$ cat src/rtl/id_decode_queue_if.sv
// Fetch/execute-facing bundle of the RV32I decode queue.
//  slave  : seen by id_decode_queue (accepts fetch, presents decoded head)
//  master : seen by whoever drives fetch and consumes the head
//  flush, in_valid, in_inst, in_pc, out_ready  : towards the queue
//  in_ready, out_valid, out_inst, out_pc, out_ctrl, out_count : from the queue
// Optional feature macro: RV32M_EN widens out_ctrl from 26 to 30 bits.
interface id_decode_queue_if #(
    parameter int unsigned PC_W      = 32,
    parameter int unsigned BUF_DEPTH = 2
);
`ifdef RV32M_EN
    localparam int unsigned CTRL_W = 30;
`else
    localparam int unsigned CTRL_W = 26;
`endif
    localparam int unsigned CNT_W = $clog2(BUF_DEPTH) + 1;

    logic              flush;
    logic              in_valid;
    logic              in_ready;
    logic [31:0]       in_inst;
    logic [PC_W-1:0]   in_pc;
    logic              out_valid;
    logic              out_ready;
    logic [31:0]       out_inst;
    logic [PC_W-1:0]   out_pc;
    logic [CTRL_W-1:0] out_ctrl;
    logic [CNT_W-1:0]  out_count;

    modport slave (
        input  flush, in_valid, in_inst, in_pc, out_ready,
        output in_ready, out_valid, out_inst, out_pc, out_ctrl, out_count
    );

    modport master (
        output flush, in_valid, in_inst, in_pc, out_ready,
        input  in_ready, out_valid, out_inst, out_pc, out_ctrl, out_count
    );
endinterface

$ cat src/rtl/id_decode_queue.sv
// Registered RV32I decode stage: decodes each accepted instruction into a packed
// control word and holds {inst, pc, ctrl} in a BUF_DEPTH-entry in-order queue.
// Ports:
//  clk   : rising-edge clock
//  rstn  : asynchronous active-low reset
//  q     : id_decode_queue_if.slave (fetch valid/ready, execute valid/ready, flush, count)
// Optional feature macro: RV32M_EN (decode RV32M, out_ctrl[29:26] = {md_en, md_op}).
// out_ctrl[25:0] = {illegal, store_type, load_type, rf_we, rf_wd_sel, rf_re1, rf_re0,
//                   imm_type, mem_we, alu_func, alu_src2_sel, alu_src1_sel, br_type, jalr, jal}
module id_decode_queue #(
    parameter int unsigned PC_W      = 32,
    parameter int unsigned BUF_DEPTH = 2
) (
    input  logic            clk,
    input  logic            rstn,
    id_decode_queue_if.slave q
);
`ifdef RV32M_EN
    localparam int unsigned CTRL_W = 30;
`else
    localparam int unsigned CTRL_W = 26;
`endif
    localparam int unsigned PTR_W = $clog2(BUF_DEPTH);
    localparam int unsigned CNT_W = PTR_W + 1;
    localparam logic [31:0] NOP   = 32'h0000_0013;

    localparam logic [6:0] OPC_LUI    = 7'b0110111;
    localparam logic [6:0] OPC_AUIPC  = 7'b0010111;
    localparam logic [6:0] OPC_JAL    = 7'b1101111;
    localparam logic [6:0] OPC_JALR   = 7'b1100111;
    localparam logic [6:0] OPC_BRANCH = 7'b1100011;
    localparam logic [6:0] OPC_LOAD   = 7'b0000011;
    localparam logic [6:0] OPC_STORE  = 7'b0100011;
    localparam logic [6:0] OPC_OPIMM  = 7'b0010011;
    localparam logic [6:0] OPC_OP     = 7'b0110011;

    // ALU function for the shared OP/OP-IMM funct3 space (base encoding, funct7=0)
    function automatic logic [3:0] alu_of_f3(input logic [2:0] f3);
        logic [3:0] a;
        case (f3)
            3'b000:  a = 4'd0;   // add
            3'b001:  a = 4'd9;   // sll
            3'b010:  a = 4'd4;   // slt
            3'b011:  a = 4'd3;   // sltu
            3'b100:  a = 4'd7;   // xor
            3'b101:  a = 4'd8;   // srl
            3'b110:  a = 4'd6;   // or
            default: a = 4'd5;   // and
        endcase
        return a;
    endfunction

    // Full instruction decode; illegal encodings collapse to a lone illegal bit
    function automatic logic [CTRL_W-1:0] decode(input logic [31:0] inst);
        logic [6:0]        opc;
        logic [2:0]        f3;
        logic [6:0]        f7;
        logic              illegal;
        logic [1:0]        store_type;
        logic [2:0]        load_type;
        logic              writes_rd;
        logic              reads_rs1;
        logic              reads_rs2;
        logic [1:0]        rf_wd_sel;
        logic [2:0]        imm_type;
        logic              mem_we;
        logic [3:0]        alu_func;
        logic              src2_imm;
        logic              src1_pc;
        logic [2:0]        br_type;
        logic              jalr;
        logic              jal;
`ifdef RV32M_EN
        logic              md_en;
        logic [2:0]        md_op;
`endif
        logic [CTRL_W-1:0] ctrl;

        opc        = inst[6:0];
        f3         = inst[14:12];
        f7         = inst[31:25];
        illegal    = 1'b0;
        store_type = 2'd0;
        load_type  = 3'd0;
        writes_rd  = 1'b0;
        reads_rs1  = 1'b0;
        reads_rs2  = 1'b0;
        rf_wd_sel  = 2'd0;
        imm_type   = 3'd0;
        mem_we     = 1'b0;
        alu_func   = 4'd0;
        src2_imm   = 1'b1;
        src1_pc    = 1'b0;
        br_type    = 3'd0;
        jalr       = 1'b0;
        jal        = 1'b0;
`ifdef RV32M_EN
        md_en      = 1'b0;
        md_op      = 3'd0;
`endif

        case (opc)
            OPC_LUI: begin
                imm_type  = 3'd4;
                rf_wd_sel = 2'd3;
                writes_rd = 1'b1;
            end
            OPC_AUIPC: begin
                imm_type  = 3'd4;
                src1_pc   = 1'b1;
                writes_rd = 1'b1;
            end
            OPC_JAL: begin
                imm_type  = 3'd5;
                src1_pc   = 1'b1;
                jal       = 1'b1;
                rf_wd_sel = 2'd1;
                writes_rd = 1'b1;
            end
            OPC_JALR: begin
                illegal   = (f3 != 3'b000);
                imm_type  = 3'd1;
                jalr      = 1'b1;
                rf_wd_sel = 2'd1;
                writes_rd = 1'b1;
                reads_rs1 = 1'b1;
            end
            OPC_BRANCH: begin
                imm_type  = 3'd3;
                src1_pc   = 1'b1;
                reads_rs1 = 1'b1;
                reads_rs2 = 1'b1;
                case (f3)
                    3'b000:  br_type = 3'd1;
                    3'b001:  br_type = 3'd2;
                    3'b100:  br_type = 3'd3;
                    3'b101:  br_type = 3'd4;
                    3'b110:  br_type = 3'd5;
                    3'b111:  br_type = 3'd6;
                    default: illegal = 1'b1;
                endcase
            end
            OPC_LOAD: begin
                imm_type  = 3'd1;
                rf_wd_sel = 2'd2;
                writes_rd = 1'b1;
                reads_rs1 = 1'b1;
                case (f3)
                    3'b000:  load_type = 3'd1;
                    3'b001:  load_type = 3'd2;
                    3'b010:  load_type = 3'd3;
                    3'b100:  load_type = 3'd4;
                    3'b101:  load_type = 3'd5;
                    default: illegal   = 1'b1;
                endcase
            end
            OPC_STORE: begin
                imm_type  = 3'd2;
                mem_we    = 1'b1;
                reads_rs1 = 1'b1;
                reads_rs2 = 1'b1;
                case (f3)
                    3'b000:  store_type = 2'd1;
                    3'b001:  store_type = 2'd2;
                    3'b010:  store_type = 2'd3;
                    default: illegal    = 1'b1;
                endcase
            end
            OPC_OPIMM: begin
                imm_type  = 3'd1;
                writes_rd = 1'b1;
                reads_rs1 = 1'b1;
                alu_func  = alu_of_f3(f3);
                // shift-immediates carry funct7 in imm[11:5]
                if (f3 == 3'b001) begin
                    illegal = (f7 != 7'b0000000);
                end else if (f3 == 3'b101) begin
                    if (f7 == 7'b0100000) begin
                        alu_func = 4'd10;
                    end else if (f7 != 7'b0000000) begin
                        illegal = 1'b1;
                    end
                end
            end
            OPC_OP: begin
                src2_imm  = 1'b0;
                writes_rd = 1'b1;
                reads_rs1 = 1'b1;
                reads_rs2 = 1'b1;
                if (f7 == 7'b0000000) begin
                    alu_func = alu_of_f3(f3);
                end else if (f7 == 7'b0100000) begin
                    if (f3 == 3'b000) begin
                        alu_func = 4'd1;
                    end else if (f3 == 3'b101) begin
                        alu_func = 4'd10;
                    end else begin
                        illegal = 1'b1;
                    end
                end else if (f7 == 7'b0000001) begin
`ifdef RV32M_EN
                    md_en = 1'b1;
                    md_op = f3;
`else
                    illegal = 1'b1;
`endif
                end else begin
                    illegal = 1'b1;
                end
            end
            default: illegal = 1'b1;
        endcase

        ctrl = '0;
        if (illegal) begin
            ctrl[25] = 1'b1;
        end else begin
            ctrl[25:0] = {1'b0, store_type, load_type,
                          writes_rd & (|inst[11:7]), rf_wd_sel,
                          reads_rs2 & (|inst[24:20]), reads_rs1 & (|inst[19:15]),
                          imm_type, mem_we, alu_func, src2_imm, src1_pc,
                          br_type, jalr, jal};
`ifdef RV32M_EN
            ctrl[29:26] = {md_en, md_op};
`endif
        end
        return ctrl;
    endfunction

    logic [31:0]       inst_mem [BUF_DEPTH];
    logic [PC_W-1:0]   pc_mem   [BUF_DEPTH];
    logic [CTRL_W-1:0] ctrl_mem [BUF_DEPTH];
    logic [PTR_W-1:0]  wr_ptr;
    logic [PTR_W-1:0]  rd_ptr;
    logic [CNT_W-1:0]  count;
    logic              push_c;
    logic              pop_c;
    logic              not_empty_c;

    // rstn gates in_ready so nothing is accepted while reset is held
    assign q.in_ready  = rstn && (count < CNT_W'(BUF_DEPTH)) && !q.flush;
    assign not_empty_c = (count != '0);
    assign push_c      = q.in_valid && q.in_ready;
    assign pop_c       = not_empty_c && q.out_ready && !q.flush;

    // Pointers and occupancy; flush discards everything including this cycle's traffic
    always_ff @(posedge clk or negedge rstn) begin
        if (!rstn) begin
            wr_ptr <= '0;
            rd_ptr <= '0;
            count  <= '0;
        end else if (q.flush) begin
            wr_ptr <= '0;
            rd_ptr <= '0;
            count  <= '0;
        end else begin
            if (push_c) begin
                wr_ptr <= wr_ptr + PTR_W'(1);
            end
            if (pop_c) begin
                rd_ptr <= rd_ptr + PTR_W'(1);
            end
            if (push_c && !pop_c) begin
                count <= count + CNT_W'(1);
            end else if (pop_c && !push_c) begin
                count <= count - CNT_W'(1);
            end
        end
    end

    // Entry storage; decode happens on the way in so the head is already registered
    always_ff @(posedge clk) begin
        if (push_c) begin
            inst_mem[wr_ptr] <= q.in_inst;
            pc_mem[wr_ptr]   <= q.in_pc;
            ctrl_mem[wr_ptr] <= decode(q.in_inst);
        end
    end

    // Head presentation; empty queue shows a NOP with zero pc/ctrl
    assign q.out_valid = not_empty_c;
    assign q.out_count = count;
    assign q.out_inst  = not_empty_c ? inst_mem[rd_ptr] : NOP;
    assign q.out_pc    = not_empty_c ? pc_mem[rd_ptr]   : '0;
    assign q.out_ctrl  = not_empty_c ? ctrl_mem[rd_ptr] : '0;
endmodule

$ cat src/flat_wrapper.sv
// flat-port wrapper written by rule: the top's interface ports become plain ports
module id_decode_queue_flat 
#(
    parameter int unsigned PC_W      = 32,
    parameter int unsigned BUF_DEPTH = 2
)
  (clk, rstn, q_flush, q_in_valid, q_in_inst, q_in_pc, q_out_ready, q_in_ready, q_out_valid, q_out_inst, q_out_pc, q_out_ctrl, q_out_count);
  id_decode_queue_if #(.PC_W(PC_W), .BUF_DEPTH(BUF_DEPTH)) q_i ();
  input  logic clk;
  input  logic rstn;
  input wire logic [$bits(q_i.flush)-1:0] q_flush;
  input wire logic [$bits(q_i.in_valid)-1:0] q_in_valid;
  input wire logic [$bits(q_i.in_inst)-1:0] q_in_inst;
  input wire logic [$bits(q_i.in_pc)-1:0] q_in_pc;
  input wire logic [$bits(q_i.out_ready)-1:0] q_out_ready;
  output wire logic [$bits(q_i.in_ready)-1:0] q_in_ready;
  output wire logic [$bits(q_i.out_valid)-1:0] q_out_valid;
  output wire logic [$bits(q_i.out_inst)-1:0] q_out_inst;
  output wire logic [$bits(q_i.out_pc)-1:0] q_out_pc;
  output wire logic [$bits(q_i.out_ctrl)-1:0] q_out_ctrl;
  output wire logic [$bits(q_i.out_count)-1:0] q_out_count;
  assign q_i.flush = q_flush;
  assign q_i.in_valid = q_in_valid;
  assign q_i.in_inst = q_in_inst;
  assign q_i.in_pc = q_in_pc;
  assign q_i.out_ready = q_out_ready;
  assign q_in_ready = q_i.in_ready;
  assign q_out_valid = q_i.out_valid;
  assign q_out_inst = q_i.out_inst;
  assign q_out_pc = q_i.out_pc;
  assign q_out_ctrl = q_i.out_ctrl;
  assign q_out_count = q_i.out_count;
  id_decode_queue #(.PC_W(PC_W), .BUF_DEPTH(BUF_DEPTH)) u_core (.clk(clk), .rstn(rstn), .q(q_i));
endmodule
$ cat config.mk
export PLATFORM = sky130hd
export DESIGN_NAME = id_decode_queue_flat
export DESIGN_NICKNAME = d
export VERILOG_FILES = /design/src/rtl/id_decode_queue_if.sv /design/src/rtl/id_decode_queue.sv /design/src/flat_wrapper.sv
export SDC_FILE = /design/constraint.sdc
export NUM_CORES = 1
export LEC_CHECK = 0
export CAP_MARGIN = 20
export CORE_MARGIN = 2
export CORE_UTILIZATION = 45
export DETAILED_ROUTE_END_ITERATION = 10
export PLACE_DENSITY = 0.72
export SETUP_SLACK_MARGIN = 0.2
export SLEW_MARGIN = 20
export SYNTH_ARGS = -nofsm -noshare
export SYNTH_HDL_FRONTEND = slang
export SYNTH_SLANG_ARGS = --single-unit
$ cat constraint.sdc
create_clock -name clk -period 11.6 [get_ports clk]
set_input_delay 2.32 -clock clk [delete_from_list [all_inputs] [get_ports clk]]
set_output_delay 2.32 -clock clk [all_outputs]
set_load 0.02 [all_outputs]
==> flow_summary.toml, run 1 <==
[cells_and_area]
area_of_the_multi_input_gates_sq_um = 2105
num-nets-final = 754
post-route-util_pct = 59.36
drive_gt1_share_pct = 6.743
final.fill_count = 1341
area_growth_pct = 30.49
num_antenna_cells = 0
regArea_sq_um = 5509

[logic_synthesis]
synthTopCellsByArea = "edfxtp_1, mux2i_1, nor2_1, dfrtp_1, buf_2"
synth_cells = 529
ys_warn_count = 0
synthMostInstantiatedCell = "edfxtp_1"
synth_top_cell_area_share_pct = 69.67
synth_nets = 598
yosys_most_used_dff = "edfxtp_1"
avgSynthCellArea_sq_um = 14.67
synth_cell_types = 52
netlist_area_sq_um = 7759
synth_largest_area_cell = "edfxtp_1"
synth_top_cells_by_count = "edfxtp_1, nor2_1, mux2i_1"
synth_enable_flop_cells = 180
ys_ff_latch = 184
async_reset_ff_share_pct = 2.174
synth_seq_area_share_pct = 70.96

[sta]
period_share_pct = 54.99
rsz_0062_raised_after_global_routing = "false"
tns_ns = 0
setup_failing_eps_final = 0
maxClockFrequency_mhz = 156.8
least_margin_pin_slew_ns = 1.097
max_transition_margin_pct = 26.87
count_of_final_max_slew_check_failures = 0
skew_ns = 0.006446
report.final.hold_viol_count = 0
final_period_minus_worst_setup_slack_ns = 6.379

[grt]
grt_first_pass_wirelength_microns = 24760
grt.overflow.total = 0
grt_antenna_before_repair = 0
grt_pass1_vias = 4779
grt_max_degree = 68
grt.total_usage_pct = 17.65

[setup_path]
crit_path_cell_trace = "clkdlybuf4s50_1 -> nor3b_1 -> clkdlybuf4s50_1"
critPathLaunchType = "input port"
critical_path.max_stage_delay_ns = 0.71
critPathArrivalTime_ns = 4.06
critPathKind = "input port to output pin"
worst-path-stages = 3
timing.critical_path.max_delay_family = "buffers and inverters"
rr_startpoint = "u_core.q.out_count[1]"
timing.critical_path.from = "rstn"
critPathMostFrequentCell = "clkdlybuf4s50_1"
timing.critical_path.buf_inv = 2
end_kind = "output pin"
worst_r2r_path_depth = 5
worstPathRequired_ns = 9.28
worst_path_cell_with_the_longest_stage_delay = "clkdlybuf4s50_1"
path_max_fanout = 7

[clock_tree]
cts_max_level = 4
clock_path_buffers = 2
clock_latency_ns = 0.41
clkSinkCount = 184
clk_root_buffer_cell = "clkbuf_16"
cts.repair_timing.setup_buffer_count = 0
hold_buffers = 0
cts_tree = "built"
cts-buffers-inserted = 17
cts.reportedPaths.clkPinSlew_ns = 0.06
cts_resized = 0

[die]
die_area_sq_um = 18310
io_pins = 163
dieHeight_microns = 135.3
num_rows = 48
floorplan.core_area_sq_um = 17060
floorplan.die.width_microns = 135.3
initial_utilization_pct = 45.49

[routing]
ant_nets = 0
detail_route.wirelength_microns = 15640
detail_route.first_pass.iterations = 4
route.detailed.wl_per_inst_microns = 16.96
number_of_violations_reported_at_the_end_of_detailed_routing_iteration_0 = 247
avgViaCountPerCell = 5.130
remaining_drc_errors = 0
vias = 4730

[pwr]
switching_share_pct = 21.32
comb_power_share_pct = 10.0
cellPowerDensity_nw_per_um2 = 141.3
power_report.internal_total_mw = 1.126
p_leak_nw = 3.146
peakVddDrop_uv = 101.5
net_switching_component_of_the_power_uw = 305.0
power.clock.fraction_pct = 37.5
power.sequential.fraction_pct = 52.5

[outcome]
status = "complete, no violations"

[placed_design]
place.gp.congestion = 0.7727
numPortBuffers = 162
detailedPlacementHpwl_microns = 10150

[hold_path]
min_delay_path_depth = 1
holdCritStartpoint = "u_core.wr_ptr"
holdCritPathClass = "flip-flop to flip-flop"

[flow_run]
drv.max_cap_violation_count = 0
-- path summary, 6_finish.rpt --
path                                     endpoint  slack [ns]
min in group asynchronous           u_core.wr_ptr        2.14
hold reg to reg                     u_core.wr_ptr        0.63
hold / removal                      u_core.wr_ptr        0.63
setup / recovery                       q_in_ready        5.22
max in group asynchronous           u_core.rd_ptr        9.22
setup reg to reg           u_core.ctrl_mem[0][16]        8.89
-- final cells by class --
cell class              instances  area share (%)
flip-flops and latches        184           54.41
multi-input cells             312           20.79
repair buffers                167           16.51
clock buffers                  22           4.387
well taps                     225           2.781
clock inverters                 9           1.013
inverters                       3          0.1112
-- placed cells by master (no fill, tap or decap), types with 5 or more instances in the layout --
cell type        instances
nor2_1                 106
nor2b_1                  9
clkdlybuf4s50_1        162
a21oi_1                  9
mux2i_1                 91
o21ai_0                 11
nor3_1                  10
edfxtp_1               180
nand2_1                 15
clkbuf_16               17
clkbuf_1                 5
nand3_1                  6
-- worst register-to-register path: stages, from the launching register on --
cell	delay (ns)
dfrtp_1	0.46
nor3b_1	0.41
nand2_1	0.19
nor2_4	0.34
buf_12	0.25
buf_4	0.62
-- flip-flops by register name (all words and copies together) (netlist names) --
name and flops:
u_core.wr_ptr 1, u_core.q.out_count 2, u_core.pc_mem 64, u_core.ctrl_mem 52, u_core.inst_mem 64, u_core.rd_ptr 1
-- power groups by stage --
stage	sequential [mW]	clock (mW)	combinational [mW]
after global routing	0.752	0.575	0.154
after detailed placement	0.766	0	0.143
after floorplan	0.764	0	0.0755
after global placement	0.765	0	0.140
final	0.751	0.537	0.143
after CTS	0.751	0.549	0.144
-- through the flow --
step           hold slack [ns]  setup WS [ns]  cell area, sq um  power, mW  std cells
2_1_floorplan           0.4726          4.165              7759     0.8391        529
3_3_place_gp            0.5584          5.364              9558     0.9049        890
3_5_place_dp            0.6099          5.202              9558     0.9087        890
4_1_cts                 0.6192          5.199             10100      1.444        921
5_1_grt                 0.6613          5.146             10120      1.482        922
6_report                0.6271          5.221             10120      1.431        922
-- cell families (layout without fill, tap and decap cells) --
logic type / after synthesis / in the layout / synth area share, %
buffers and inverters: 33 / 201 / 2.177
DFF: 184 / 184 / 70.96
AOI/OAI and AO/OA: 38 / 38 / 3.612
xor gates and xnor gates: 4 / 4 / 0.4516
muxes: 91 / 91 / 11.74
and+or+nand+nor: 179 / 179 / 11.06
-- routing by layer --
layer  GRT usage [%]  vias to the layer above  part of all wire, %
met4           6.597                        0                  1.8
met2           31.05                      114                   52
li1                -                     2278                    -
met3           3.666                       24                  3.5
met1           21.51                     2314                   43
met5               0                        -                    0
(Power assumes the default switching activity.)
==> inputs of run 2 (changes only) <==
--- a/config.mk
+++ b/config.mk
@@ -9,7 +9,7 @@
 export CORE_MARGIN = 2
 export CORE_UTILIZATION = 45
 export DETAILED_ROUTE_END_ITERATION = 10
-export PLACE_DENSITY = 0.72
+export PLACE_DENSITY = 0.75
 export SETUP_SLACK_MARGIN = 0.2
 export SLEW_MARGIN = 20
 export SYNTH_ARGS = -nofsm -noshare
==> constraint.sdc (replaced) <==
create_clock -name clk -period 5.15 [get_ports clk]
set_input_delay 1.03 -clock clk [delete_from_list [all_inputs] [get_ports clk]]
set_output_delay 1.03 -clock clk [all_outputs]
set_load 0.02 [all_outputs]
==> run 2 against run 1 <==
  * Core utilization is 0.23 points higher
  * Critical path depth stayed put
  * Setup slack worse by 3.8 ns
  * Die area stayed put
  * Non-clock buffer count is 1 higher
  * Clock skew is 0.0011 ns higher
  * First-iteration DRC count is 3.2% higher
  * Via count is 0.78% higher
  * Worst hold slack worse by 0.027 ns
  * Sequential power is 130% higher
==> flow_summary.toml, run 2 (synthesized netlist as in run 1, its figures left out) <==
[setup_path]
path_max_fanout = 7
timing.critical_path.buf_inv = 2
worstPathRequired_ns = 4.12
worst_path_cell_with_the_longest_stage_delay = "clkdlybuf4s50_1"
critPathMostFrequentCell = "clkdlybuf4s50_1"
critical_path.max_stage_delay_ns = 0.71
worst-path-stages = 3
r2r_setup_slack_ns = 2.70
critPathLaunchType = "input port"
end_kind = "output pin"
worst_r2r_path_depth = 4
critPathArrivalTime_ns = 2.75
timing.critical_path.max_delay_family = "buffers and inverters"
critPathKind = "input port to output pin"
crit_path_cell_trace = "clkdlybuf4s50_1 -> nor3b_1 -> clkdlybuf4s50_1"

[flow_run]
drv.max_cap_violation_count = 0

[routing]
detail_route.wirelength_microns = 15790
avgViaCountPerCell = 5.159
route.detailed.wl_per_inst_microns = 17.09
ant_nets = 0
detail_route.first_pass.iterations = 5
remaining_drc_errors = 0
vias = 4767
number_of_violations_reported_at_the_end_of_detailed_routing_iteration_0 = 255

[cells_and_area]
reg_top3 = "u_core.inst_mem: 64 flops, u_core.pc_mem: 64 flops, u_core.ctrl_mem: 52 flops"
num-nets-final = 755
regArea_sq_um = 5509
num_antenna_cells = 0
drive_gt1_share_pct = 7.582
area_of_the_multi_input_gates_sq_um = 2105
layout_commonest_cell = "edfxtp_1"
final.fill_count = 1343
area_growth_pct = 31.00
layout_common_cells = "edfxtp_1, clkdlybuf4s50_1, nor2_1"

[clock_tree]
cts_resized = 0
cts.reportedPaths.clkPinSlew_ns = 0.06
cts_max_level = 4
cts.repair_timing.setup_buffer_count = 0
clock_path_buffers = 2
clock_latency_ns = 0.43
cts-buffers-inserted = 17
cts_tree = "built"
clkSinkCount = 184
clk_root_buffer_cell = "clkbuf_16"
hold_buffers = 0

[pwr]
comb_power_share_pct = 10.1
net_switching_component_of_the_power_uw = 750.4
cellPowerDensity_nw_per_um2 = 320.2
p_leak_nw = 3.155
fin_total_pwr_mw = 3.254
power_report.internal_total_mw = 2.504
power.sequential.fraction_pct = 51.8
peakVddDrop_uv = 208.0
power.clock.fraction_pct = 38.1
switching_share_pct = 23.06

[sta]
final_period_minus_worst_setup_slack_ns = 3.777
skew_ns = 0.007563
maxClockFrequency_mhz = 264.8
least_margin_pin_slew_ns = 0.8978
max_transition_margin_pct = 40.15
count_of_final_max_slew_check_failures = 0
rsz_0062_raised_after_global_routing = "false"
setup_failing_eps_final = 0
tns_ns = 0
period_share_pct = 73.34
report.final.hold_viol_count = 0

[grt]
grt_use_met2_pct = 31.27
grt_max_degree = 92
grt.overflow.total = 0
grt_first_pass_wirelength_microns = 24470
grtUsageMet3_pct = 3.367
grt_pass1_vias = 4838
grt.met1_usage_pct = 20.76
grt.total_usage_pct = 17.62
busiest_layer = "met2"
grt_antenna_before_repair = 0

[die]
floorplan.core_area_sq_um = 17060
initial_utilization_pct = 45.49
io_pins = 163
die_area_sq_um = 18310
dieHeight_microns = 135.3
floorplan.die.width_microns = 135.3
num_rows = 48

[outcome]
status = "complete, no violations"

[placed_design]
numPortBuffers = 162
detailedPlacementHpwl_microns = 10340
place.gp.congestion = 0.8291

[hold_path]
min_delay_path_depth = 1
holdCritPathClass = "flip-flop to flip-flop"
==> run 2: final timing paths <==
path,endpoint,start
max in group asynchronous,u_core.rd_ptr,rstn
worst max-delay path,q_in_ready,rstn
worst min-delay path,u_core.wr_ptr,u_core.wr_ptr
min in group asynchronous,u_core.q.out_count[0],rstn
worst min register to register,u_core.wr_ptr,u_core.wr_ptr
worst max register to register,u_core.inst_mem[0][3],u_core.q.out_count[1]
==> run 2: final cells by class <==
cell class                 instances  share of cell area [%]
inverter                           3                  0.1108
clock buffer                      18                   4.223
clock inverter                    14                   1.342
timing repair buffer             168                   16.64
multi-input combinational        312                   20.71
tap                              225                   2.770
sequential                       184                   54.20
==> run 2: metrics by stage <==
step,hold WS [ns],utilization (%),instances,cell area (sq um),worst slack (ns)
final,0.6004,59.59,924,10160,1.373
after CTS,0.6013,59.59,924,10160,1.377
after floorplan,0.4922,-,529,7761,0.5021
after global placement,0.5605,56.27,892,9598,1.482
after global routing,0.6241,59.59,924,10160,1.267
after detailed placement,0.5880,56.27,892,9598,1.396
==> run 2: power groups by stage <==
| stage | Sequential [mW] | Clock, mW | Combinational (mW) |
|---|---|---|---|
| after floorplan | 1.72 | 0 | 0.170 |
| after global placement | 1.72 | 0 | 0.325 |
| after detailed placement | 1.72 | 0 | 0.331 |
| after CTS | 1.69 | 1.26 | 0.333 |
| after global routing | 1.69 | 1.32 | 0.353 |
| final | 1.69 | 1.24 | 0.329 |
==> run 2: per-layer routing <==
layer,routed length [microns],part of all wire [%]
met1,6350,40
met4,381,2.4
met3,709,4.5
met2,8346,53
met5,0,0
==> inputs of run 3 (changes only) <==
==> constraint.sdc (replaced) <==
create_clock -name clk -period 3.2 [get_ports clk]
set_input_delay 0.64 -clock clk [delete_from_list [all_inputs] [get_ports clk]]
set_output_delay 0.64 -clock clk [all_outputs]
set_load 0.02 [all_outputs]
==> run 3 against run 2 <==
  * Critical path depth is 1 higher
  * Count of clock-buffer cells in the layout is 1 lower
  * Setup slack worse by 1.0 ns
  * Combinational power is 65% higher
  * Final cell count is 1.1% higher
  * Global-route usage is 0.70 points higher
  * Critical path type is now flip-flop to output pin
  * Sequential share of layout area is 1.1 points lower
  * Total power is 70% higher
==> flow_summary.toml, run 3 (synthesized netlist as in run 1, its figures left out) <==
[sta]
count_of_final_max_slew_check_failures = 0
final_period_minus_worst_setup_slack_ns = 2.835
maxClockFrequency_mhz = 352.7
skew_ns = 0.01376
least_margin_pin_slew_ns = 0.5914
report.final.hold_viol_count = 0
setup_failing_eps_final = 0
tns_ns = 0
max_transition_margin_pct = 59.55
rsz_0062_raised_after_global_routing = "false"
period_share_pct = 88.60

[setup_path]
r2r_setup_slack_ns = 1.33
path_max_fanout = 56
worstPathRequired_ns = 2.56
worst_r2r_path_depth = 4
critPathLaunchType = "flip-flop"
end_kind = "output pin"
critPathKind = "flip-flop to output pin"
rr_startpoint = "u_core.q.out_count[1]"
critPathArrivalTime_ns = 2.20
reg2reg_to = "u_core.pc_mem[0][9]"

[cells_and_area]
area_growth_pct = 33.70
layout_common_cells = "edfxtp_1, clkdlybuf4s50_1, nor2_1"
num_antenna_cells = 0
final_cells = 934
drive_gt1_share_pct = 9.168
final.fill_count = 1310
num-nets-final = 765
reg_top3 = "u_core.inst_mem: 64 flops, u_core.pc_mem: 64 flops, u_core.ctrl_mem: 52 flops"
regArea_sq_um = 5509
area_of_the_multi_input_gates_sq_um = 2116
layout_commonest_cell = "edfxtp_1"
post-route-util_pct = 60.82

[routing]
met2_length_microns = 8676
detail_route.first_pass.iterations = 5
vias = 4801
number_of_violations_reported_at_the_end_of_detailed_routing_iteration_0 = 266
detail_route.wirelength_microns = 16270
met3_length_microns = 702
remaining_drc_errors = 0
top_layer = "met4"
route.layer.met1.wl_microns = 6586
avgViaCountPerCell = 5.140
route.detailed.wl_per_inst_microns = 17.42
ant_nets = 0

[die]
dieHeight_microns = 135.3
io_pins = 163
die_area_sq_um = 18310
floorplan.core_area_sq_um = 17060
num_rows = 48
initial_utilization_pct = 45.49
floorplan.die.width_microns = 135.3

[hold_path]
holdCritPathClass = "input port to asynchronous set/reset pin"

[clock_tree]
clock_latency_ns = 0.42
cts_resized = 0
hold_buffers = 0
clk_root_buffer_cell = "clkbuf_16"
clock_path_buffers = 2
cts_max_level = 4
cts.repair_timing.setup_buffer_count = 0
cts.reportedPaths.clkPinSlew_ns = 0.07
cts-buffers-inserted = 17
clkSinkCount = 184
cts_tree = "built"

[grt]
grt_first_pass_wirelength_microns = 25560
grt_max_degree = 91
grt_pass1_vias = 4957
grt_antenna_before_repair = 0
grt.total_usage_pct = 18.32
grt.overflow.total = 0

[placed_design]
numPlacedInstances = 902
detailedPlacementHpwl_microns = 10830
numPortBuffers = 162
place.gp.congestion = 0.8212

[pwr]
peakVddDrop_uv = 322.8
p_leak_nw = 3.264
cellPowerDensity_nw_per_um2 = 532.0

[outcome]
status = "complete, no violations"

[flow_run]
drv.max_cap_violation_count = 0
==> run 3: changes by cell type in the layout (fill, tap and decap cells not counted), sizes merged <==
| cell | before | now |
|---|---|---|
| clkbuf | 18 | 17 |
| buf | 6 | 16 |
| clkinvlp | 4 | 2 |
| inv | 9 | 6 |
| bufinv | 1 | 5 |
| clkinv | 3 | 5 |
==> run 3: how the worst max path moves through the flow <==
| stage | from | end |
|---|---|---|
| floorplan | rstn | u_core.ctrl_mem[0][0] |
| global placement | rstn | q_in_ready |
| detailed placement | q_in_inst[6] | u_core.ctrl_mem[0][15] |
| CTS | u_core.q.out_count[1] | q_out_inst[29] |
| global route | u_core.rd_ptr | q_out_ctrl[15] |
| finish | u_core.rd_ptr | q_out_inst[29] |
==> run 3: report_power, final <==
group	switching [mW]	total, mW	internal (mW)
registers	0.0156	2.71	2.70
logic	0.290	0.544	0.255
clock network	0.870	2.26	1.39
==> run 3: stage by stage <==
step	setup WS [ns]	hold slack, ns	total power [mW]	area (sq um)
after global placement	0.4190	0.5632	3.302	9722
after detailed placement	0.3914	0.5986	3.313	9722
after global routing	0.2528	0.4564	5.694	10370
after CTS	0.2626	0.4342	5.569	10370
final	0.3647	0.4532	5.519	10370
after floorplan	0.2937	0.3444	3.039	7779
==> run 3: cell type report <==
cell class	count	share of cell area [%]
clock inverter	15	2.147
sequential	184	53.11
tap	225	2.714
timing repair buffer	178	17.43
multi-input combinational	312	20.40
inverter	3	0.1086
clock buffer	17	4.101
==> run 3: worst max-delay path, cell delays in order, from the launching register on <==
cell	delay [ns]
dfrtp_4	0.45
buf_12	0.35
mux2i_1	0.14
nor2_1	0.17
clkdlybuf4s50_1	0.63
==> run 3: layer usage <==
metal | track usage (%) | vias up
met5 | 0 | -
met4 | 6.424 | 0
met3 | 4.527 | 19
met2 | 32.83 | 144
met1 | 21.50 | 2343
li1 | - | 2295
